<file path="config.mk">
export PLATFORM = sky130hd
export DESIGN_NAME = refill_collector
export DESIGN_NICKNAME = d
export VERILOG_FILES = /design/src/rtl/refill_collector.sv
export SDC_FILE = /design/constraint.sdc
export NUM_CORES = 1
export LEC_CHECK = 0
export ABC_CLOCK_PERIOD_IN_PS = 2950
export CAP_MARGIN = 10
export CORE_MARGIN = 4
export CORE_UTILIZATION = 45
export DETAILED_ROUTE_END_ITERATION = 8
export PLACE_DENSITY = 0.78
export SLEW_MARGIN = 20
export SYNTH_ARGS = -nofsm -noshare
export SYNTH_HDL_FRONTEND = slang
export SYNTH_SLANG_ARGS = --single-unit
export TNS_END_PERCENT = 1
</file>
<file path="constraint.sdc">
create_clock -name clk -period 2.95 [get_ports clk]
set_input_delay 0.295 -clock clk [delete_from_list [all_inputs] [get_ports clk]]
set_output_delay 0.295 -clock clk [all_outputs]
set_load 0.005 [all_outputs]
</file>
<file path="src/rtl/refill_collector.sv">
`timescale 1ns/1ps
// refill_collector: assembles memory return beats for the oldest outstanding
// MSHR entry into one cache line and hands it to the data accessor over a
// valid/ready handshake. `received` pulses on the handshake cycle so the miss
// handler can retire the entry.
// Optional build macro REFILL_BYPASS_EN adds a registered critical-word bypass
// port (byp_valid/byp_addr/byp_data), one cycle after each accepted beat.
module refill_collector #(
   parameter int WORD_W     = 32,
   parameter int LINE_WORDS = 4,
   parameter int LADDR_W    = 28
) (
   input  logic                         clk,
   input  logic                         resetn,
   input  logic                         mshr_pending,
   input  logic [LADDR_W-1:0]           mshr_addr,
   input  logic                         mem_valid,
   input  logic [WORD_W-1:0]            mem_data,
   output logic                         mem_ready,
   output logic                         da_valid,
   input  logic                         da_ready,
   output logic [LADDR_W-1:0]           da_addr,
   output logic [WORD_W*LINE_WORDS-1:0] da_data,
   output logic                         received,
`ifdef REFILL_BYPASS_EN
   output logic                         byp_valid,
   output logic [LADDR_W+1:0]           byp_addr,
   output logic [WORD_W-1:0]            byp_data,
`endif
   output logic                         err_unexp
);

   localparam int CNT_W = (LINE_WORDS > 1) ? $clog2(LINE_WORDS) : 1;

   typedef enum logic [1:0] {
      ST_IDLE    = 2'd0,
      ST_COLLECT = 2'd1,
      ST_DELIVER = 2'd2
   } state_t;

   state_t                               state_q, state_d;
   logic [CNT_W-1:0]                     beat_cnt_q, beat_cnt_d;
   logic [LINE_WORDS-1:0][WORD_W-1:0]    line_q, line_d;
   logic [LADDR_W-1:0]                   addr_q, addr_d;
   logic                                 err_q, err_d;
   logic                                 accept_s;

   // Handshake decodes come from registered state only (no path from mem_valid to mem_ready).
   always_comb begin
      mem_ready = (state_q == ST_COLLECT);
      da_valid  = (state_q == ST_DELIVER);
      accept_s  = mem_valid & mem_ready;
      received  = da_valid & da_ready;
   end

   assign da_addr   = addr_q;
   assign da_data   = line_q;
   assign err_unexp = err_q;

   // Next-state logic: latch the entry address, fill word slots in order, hold line until taken.
   always_comb begin
      state_d    = state_q;
      beat_cnt_d = beat_cnt_q;
      line_d     = line_q;
      addr_d     = addr_q;
      err_d      = err_q;
      case (state_q)
         ST_IDLE: begin
            if (mshr_pending) begin
               addr_d     = mshr_addr;
               beat_cnt_d = '0;
               state_d    = ST_COLLECT;
            end else begin
               state_d    = ST_IDLE;
            end
            // A beat with nothing being collected is never consumed, only flagged.
            if (mem_valid) begin
               err_d = 1'b1;
            end else begin
               err_d = err_q;
            end
         end
         ST_COLLECT: begin
            if (accept_s) begin
               line_d[beat_cnt_q] = mem_data;
               beat_cnt_d         = beat_cnt_q + CNT_W'(1);
               if (beat_cnt_q == CNT_W'(LINE_WORDS - 1)) begin
                  state_d = ST_DELIVER;
               end else begin
                  state_d = ST_COLLECT;
               end
            end else begin
               state_d = ST_COLLECT;
            end
         end
         ST_DELIVER: begin
            if (received) begin
               state_d = ST_IDLE;
            end else begin
               state_d = ST_DELIVER;
            end
         end
         default: begin
            state_d = ST_IDLE;
         end
      endcase
   end

   // State, counter, line buffer, address and sticky error registers.
   always_ff @(posedge clk or negedge resetn) begin
      if (!resetn) begin
         state_q    <= ST_IDLE;
         beat_cnt_q <= '0;
         line_q     <= '0;
         addr_q     <= '0;
         err_q      <= 1'b0;
      end else begin
         state_q    <= state_d;
         beat_cnt_q <= beat_cnt_d;
         line_q     <= line_d;
         addr_q     <= addr_d;
         err_q      <= err_d;
      end
   end

`ifdef REFILL_BYPASS_EN
   logic                   byp_valid_q, byp_valid_d;
   logic [LADDR_W+1:0]     byp_addr_q, byp_addr_d;
   logic [WORD_W-1:0]      byp_data_q, byp_data_d;

   // Capture each accepted beat with its full word address for early forwarding.
   always_comb begin
      byp_valid_d = accept_s;
      byp_addr_d  = byp_addr_q;
      byp_data_d  = byp_data_q;
      if (accept_s) begin
         byp_addr_d = {addr_q, beat_cnt_q};
         byp_data_d = mem_data;
      end else begin
         byp_addr_d = byp_addr_q;
         byp_data_d = byp_data_q;
      end
   end

   // Bypass output registers.
   always_ff @(posedge clk or negedge resetn) begin
      if (!resetn) begin
         byp_valid_q <= 1'b0;
         byp_addr_q  <= '0;
         byp_data_q  <= '0;
      end else begin
         byp_valid_q <= byp_valid_d;
         byp_addr_q  <= byp_addr_d;
         byp_data_q  <= byp_data_d;
      end
   end

   assign byp_valid = byp_valid_q;
   assign byp_addr  = byp_addr_q;
   assign byp_data  = byp_data_q;
`endif

endmodule

</file>
# Yosys cells after proc, flatten, opt, wreduce, memory -nomap -nowiden
# Index checks and enable logic that the tools add are counted.
[word_totals]
output_inout_bits = 160
ff_bits = 161
word_cells = 36
in_bits = 65
[op_classes]
muxes = 11
addsub = 1
bitwise = 2
n_reduce_logical = 7
eq_ne = 5
n_lt_le_gt_ge = 2
[op_table]
columns = ["cell", "count"]
rows = [
  ["bitwise mux 128 bit", 1],
  ["demux 32 bit (select 2 bit)", 1],
  ["2-to-1 mux 32 bit", 1],
  ["2-to-1 mux 2 bit", 5],
  ["case mux 2 bit (3 select lines)", 1],
  ["AND reduction 2 bit", 3],
  ["== test 2 bit (second input constant)", 2],
  ["case mux 2 bit (2 select lines)", 1],
  ["less-than comparator 2 x 3 -> 1 bit (second input constant)", 1],
  ["AND reduction 3 bit", 1],
  ["adder 2 x 1 -> 2 bit (second input constant)", 1],
  ["bitwise AND 1 bit", 2],
  ["== test 2 x 1 -> 1 bit (second input constant)", 1],
  [">= comparator 2 x 1 -> 1 bit (second input constant)", 1],
  ["zero test 2 bit", 1],
  ["!= test 2 x 1 -> 1 bit (second input constant)", 1],
  ["!= test 2 bit (second input constant)", 1],
  ["nonzero test 2 bit", 1],
  ["logical AND 1 bit", 1],
  ["2-to-1 mux 1 bit", 1],
]

# Logic depth before layout (Yosys ltp)
[depth]
depth_word = 5
mapped_depth = 5
mapped_depth_nobuf = 4

# Least setup slack after synthesis
# Ideal clock, no wire load.
[synth_timing]
kind = "register -> register"
from = "reg state_q[0]"
to = "reg addr_q[12], in the netlist da_addr[12]"
path_stages_with_launch = 6
t_required_ns = 2.825
path_buffers = 3
path_slack_ns = 1.519
setup_time_ns = 0.125
arrival_time_ns = 1.306
synth_period_minus_slack_ns = 1.431
cell_sequence = "dfrtp_1 > buf_6 > nor3b_1 > buf_4 > buf_6 > mux2_2"
[synth_via]
elab_chain_len = 2
[synth_lines]
columns = ["item", "line", "rtl"]
rows = [
  ["start: declaration", "41", "state_t state_q, state_d;"],
  ["start signal: assignment", "118", "state_q <= state_d;"],
  ["zero test 2 bit", "67", "case (state_q)"],
  ["AND reduction 2 bit (no line)", "--", ""],
  ["end signal: assignment", "121", "addr_q <= addr_d;"],
  ["end: declaration", "44", "logic [LADDR_W-1:0] addr_q, addr_d;"],
]
# Every way passes these cells.
# A chain may end at the register's enable or synchronous reset.

# Worst setup path after layout
[layout_timing]
from = "reg state_q[0]"
to = "out received"
[layout_via]
elab_chain_len = 2
[layout_lines]
columns = ["item", "line", "rtl"]
rows = [
  ["== test 2 bit", "51", "da_valid = (state_q == ST_DELIVER);"],
  ["bitwise AND 1 bit", "53", "received = da_valid & da_ready;"],
  ["end: declaration", "24", "output logic received,"],
]
# Every way passes these cells.

==> run summary <==
Outcome -> complete, no violations
Setup CP Type -> register to primary output
DIE AREA -> 16000 µm²
Setup bufs post-CTS -> 0
Final Skew -> 0.00335 ns
Critical Path, Cell by Cell -> buf_4 -> nand2b_1 -> inv_1 -> and2_1 -> clkdlybuf4s50_1
Worst slew pin tran -> 0.675 ns
Netlist cell types -> 21
Slew headroom -> 54.9%
Post-Syn Nets -> 431
Chip height -> 126 µm
Critical Path Max Stage Delay -> 0.49 ns
Area Growth Syn to Fin -> 49.3%
LEAKAGE -> 4.15 nW
Antenna violations before repair -> 0
Flop-to-flop setup slack -> 0.88 ns
Min Tclk post-route -> 2.17 ns
RSZ-0062 raised after global routing -> no
WL met1 -> 5810 µm
Fillers -> 918
Total Routing Usage GR -> 19.0%
Synthesized flop and latch total -> 161
FF-to-FF path depth -> 5
Most common cell in the synthesized netlist -> dfrtp_1
WL met2 -> 7420 µm
Uppermost layer routed -> met4
Clock Root Buffer -> clkbuf_16
Worst-Skew Late Latency -> 0.41 ns
Layout cells sized above 1 -> 32.3%
Ant. Diodes -> 0
Placer Congestion -> 0.762
Endpoint type of the worst setup path -> primary output
Global-route wire length before repair -> 23900 µm
Total grt overflow -> 0
Reg2reg start -> beat_cnt_q[0]
Yosys top cell by area -> dfrtp_1
FMAX -> 461 MHz
Routed Antenna Nets -> 0
Row cnt -> 42
Drt initial violations -> 152
Routed wire length on met3 -> 1230 µm
Clock-pin transition on the worst setup and hold timing paths -> 0.06 ns
Pwr per Cell Area -> 1160 nW/µm²
Avg Synthesized Cell Area -> 17.4 µm²
Initial Util -> 46.7%
DR pass1 iterations -> 4
Die width -> 126 µm
Port bufs -> 224
Hold Path Class -> input pin to async pin
Vias in the first global route -> 4363
Warning count from the yosys run -> 0
FF/Latch Area -> 4030 µm²
I/O Pins -> 225
Ys flop type -> dfrtp_1
Core area -> 13500 µm²
Post-synth top cells -> 161 x dfrtp_1, 119 x mux2_2, 30 x mux2_4, 11 x buf_4
Worst Hold Slack -> 0.391 ns
Max Slew Vio Count -> 0
Max Cap Viol -> 0
Sequential area share after synthesis -> 63.9%
Clk buf depth -> 2
Post-place setup slack -> 0.705 ns
Arr. time, crit path -> 1.87 ns
Vias -> 3945
Reg-to-Reg End -> da_data[4]
Synth Cell Area -> 6310 µm²
Peak VDD IR -> 0.000574 V
Setup ws final -> 0.783 ns
Max FO, Critical Path -> 13
Synth top area share -> 63.9%
CTS H-tree depth -> 4
Post-DP HPWL -> 10800 µm
Final setup fails -> 0
Top cells by area, synth -> dfrtp_1 64%, mux2_2 21%, mux2_4 7.1%
Wire per inst -> 19.0 µm
WL final -> 14900 µm
Data required, critical path -> 2.65 ns
DRC viols -> 0
Post_cts resized -> 0
Hold Vio Cnt, Final -> 0
Final non-filler cell area -> 9410 µm²
DR vias/cell -> 5.02
Final worst path period share -> 73.5%
Total CTS buffers -> 17
Final net count -> 666
Largest net degree at the start of global routing -> 79
Post-placement cell area -> 8720 µm²
Sink Count -> 161
CTS tree -> yes
Core Util, Final -> 69.7%
Post-synth ARST share -> 100%
Multi-input logic area -> 2110 µm²
Cells after Synth -> 362
Slowest CP cell -> clkdlybuf4s50_1
Setup crit start kind -> register
EDFF count, synth -> 0
Fin Setup TNS -> 0 ns
state kept, by name, indices dropped and copies added (netlist names):
| register | flops |
|---|---|
| beat_cnt_q | 2 |
| da_data | 128 |
| da_addr | 28 |
| err_unexp | 1 |
| state_q | 2 |
logic make-up (layout without fill, tap and decap cells):
family	Yosys count	count (layout)	share of synthesized area [%]
AOI/OAI and AO/OA	5	5	0.635
adders and majority gates	4	4	0.794
buffers and inverters	21	269	2.74
DFF	161	161	63.9
muxes	156	156	29.6
and+or+nand+nor	15	15	2.32
critical path, delay by kind of cell (launching register included):
kind	cells	cell delay (ns)
simple gates	2	0.29
flops	1	0.40
buf+inv	3	0.78
layer usage:
metal / vias up / GRT usage, %
li1: 1760 / -
met2: 150 / 31.3
met5: - / 0
met4: 0 / 8.33
met3: 30 / 7.44
met1: 2005 / 22.1
power by group:
| group | switching [W] | total (W) | internal (W) |
|---|---|---|---|
| Sequential | 0.000610 | 0.00394 | 0.00333 |
| Clock | 0.000867 | 0.00250 | 0.00163 |
| Combinational | 0.00137 | 0.00450 | 0.00312 |
| Total | 0.00285 | 0.0109 | 0.00809 |
cells in the final DEF (no fill, tap or decap), drive strengths merged, types with 2 or more instances in the layout:
| master | Yosys | layout |
|---|---|---|
| bufinv | 0 | 6 |
| dfrtp | 161 | 161 |
| clkinv | 0 | 4 |
| mux2 | 156 | 156 |
| buf | 18 | 10 |
| o221ai | 2 | 2 |
| clkbuf | 0 | 19 |
| and2 | 2 | 2 |
| inv | 3 | 4 |
| clkinvlp | 0 | 2 |
| nand2b | 3 | 3 |
| nand3b | 2 | 2 |
| nand4b | 4 | 4 |
| ha | 4 | 4 |
| clkdlybuf4s50 | 0 | 223 |
worst max path at each step:
stage                          start  cells after the start  slack (ns)            to
after global routing      state_q[0]                      5        0.68      received
final                     state_q[0]                      5        0.78      received
after detailed placement   mem_valid                      4        0.71  da_data[124]
after CTS                 state_q[0]                      5        0.75      received
after global placement     mem_valid                      4        0.74  da_data[122]
after floorplan           state_q[0]                      5        1.52   da_addr[12]
cell type report:
| type | count | share of cell area [%] |
|---|---|---|
| sequential | 161 | 42.8 |
| timing repair buffer | 234 | 25.1 |
| clock inverter | 13 | 2.46 |
| clock buffer | 19 | 4.81 |
| multi-input combinational | 180 | 22.4 |
| tap | 176 | 2.34 |
| inverter | 3 | 0.120 |
repair_timing:
action / in CTS / in global routing
hold buffers: 1 / 0
hold endpoints to repair: 49 / 0
setup endpoints to repair: 0 / 0
through the flow:
stage | cells | total power, W
6_report | 786 | 0.0109
4_1_cts | 786 | 0.0111
2_1_floorplan | 362 | 0.00569
3_5_place_dp | 753 | 0.00853
3_3_place_gp | 753 | 0.00834
5_1_grt | 786 | 0.0115
Power figures use the tool's default switching activity.
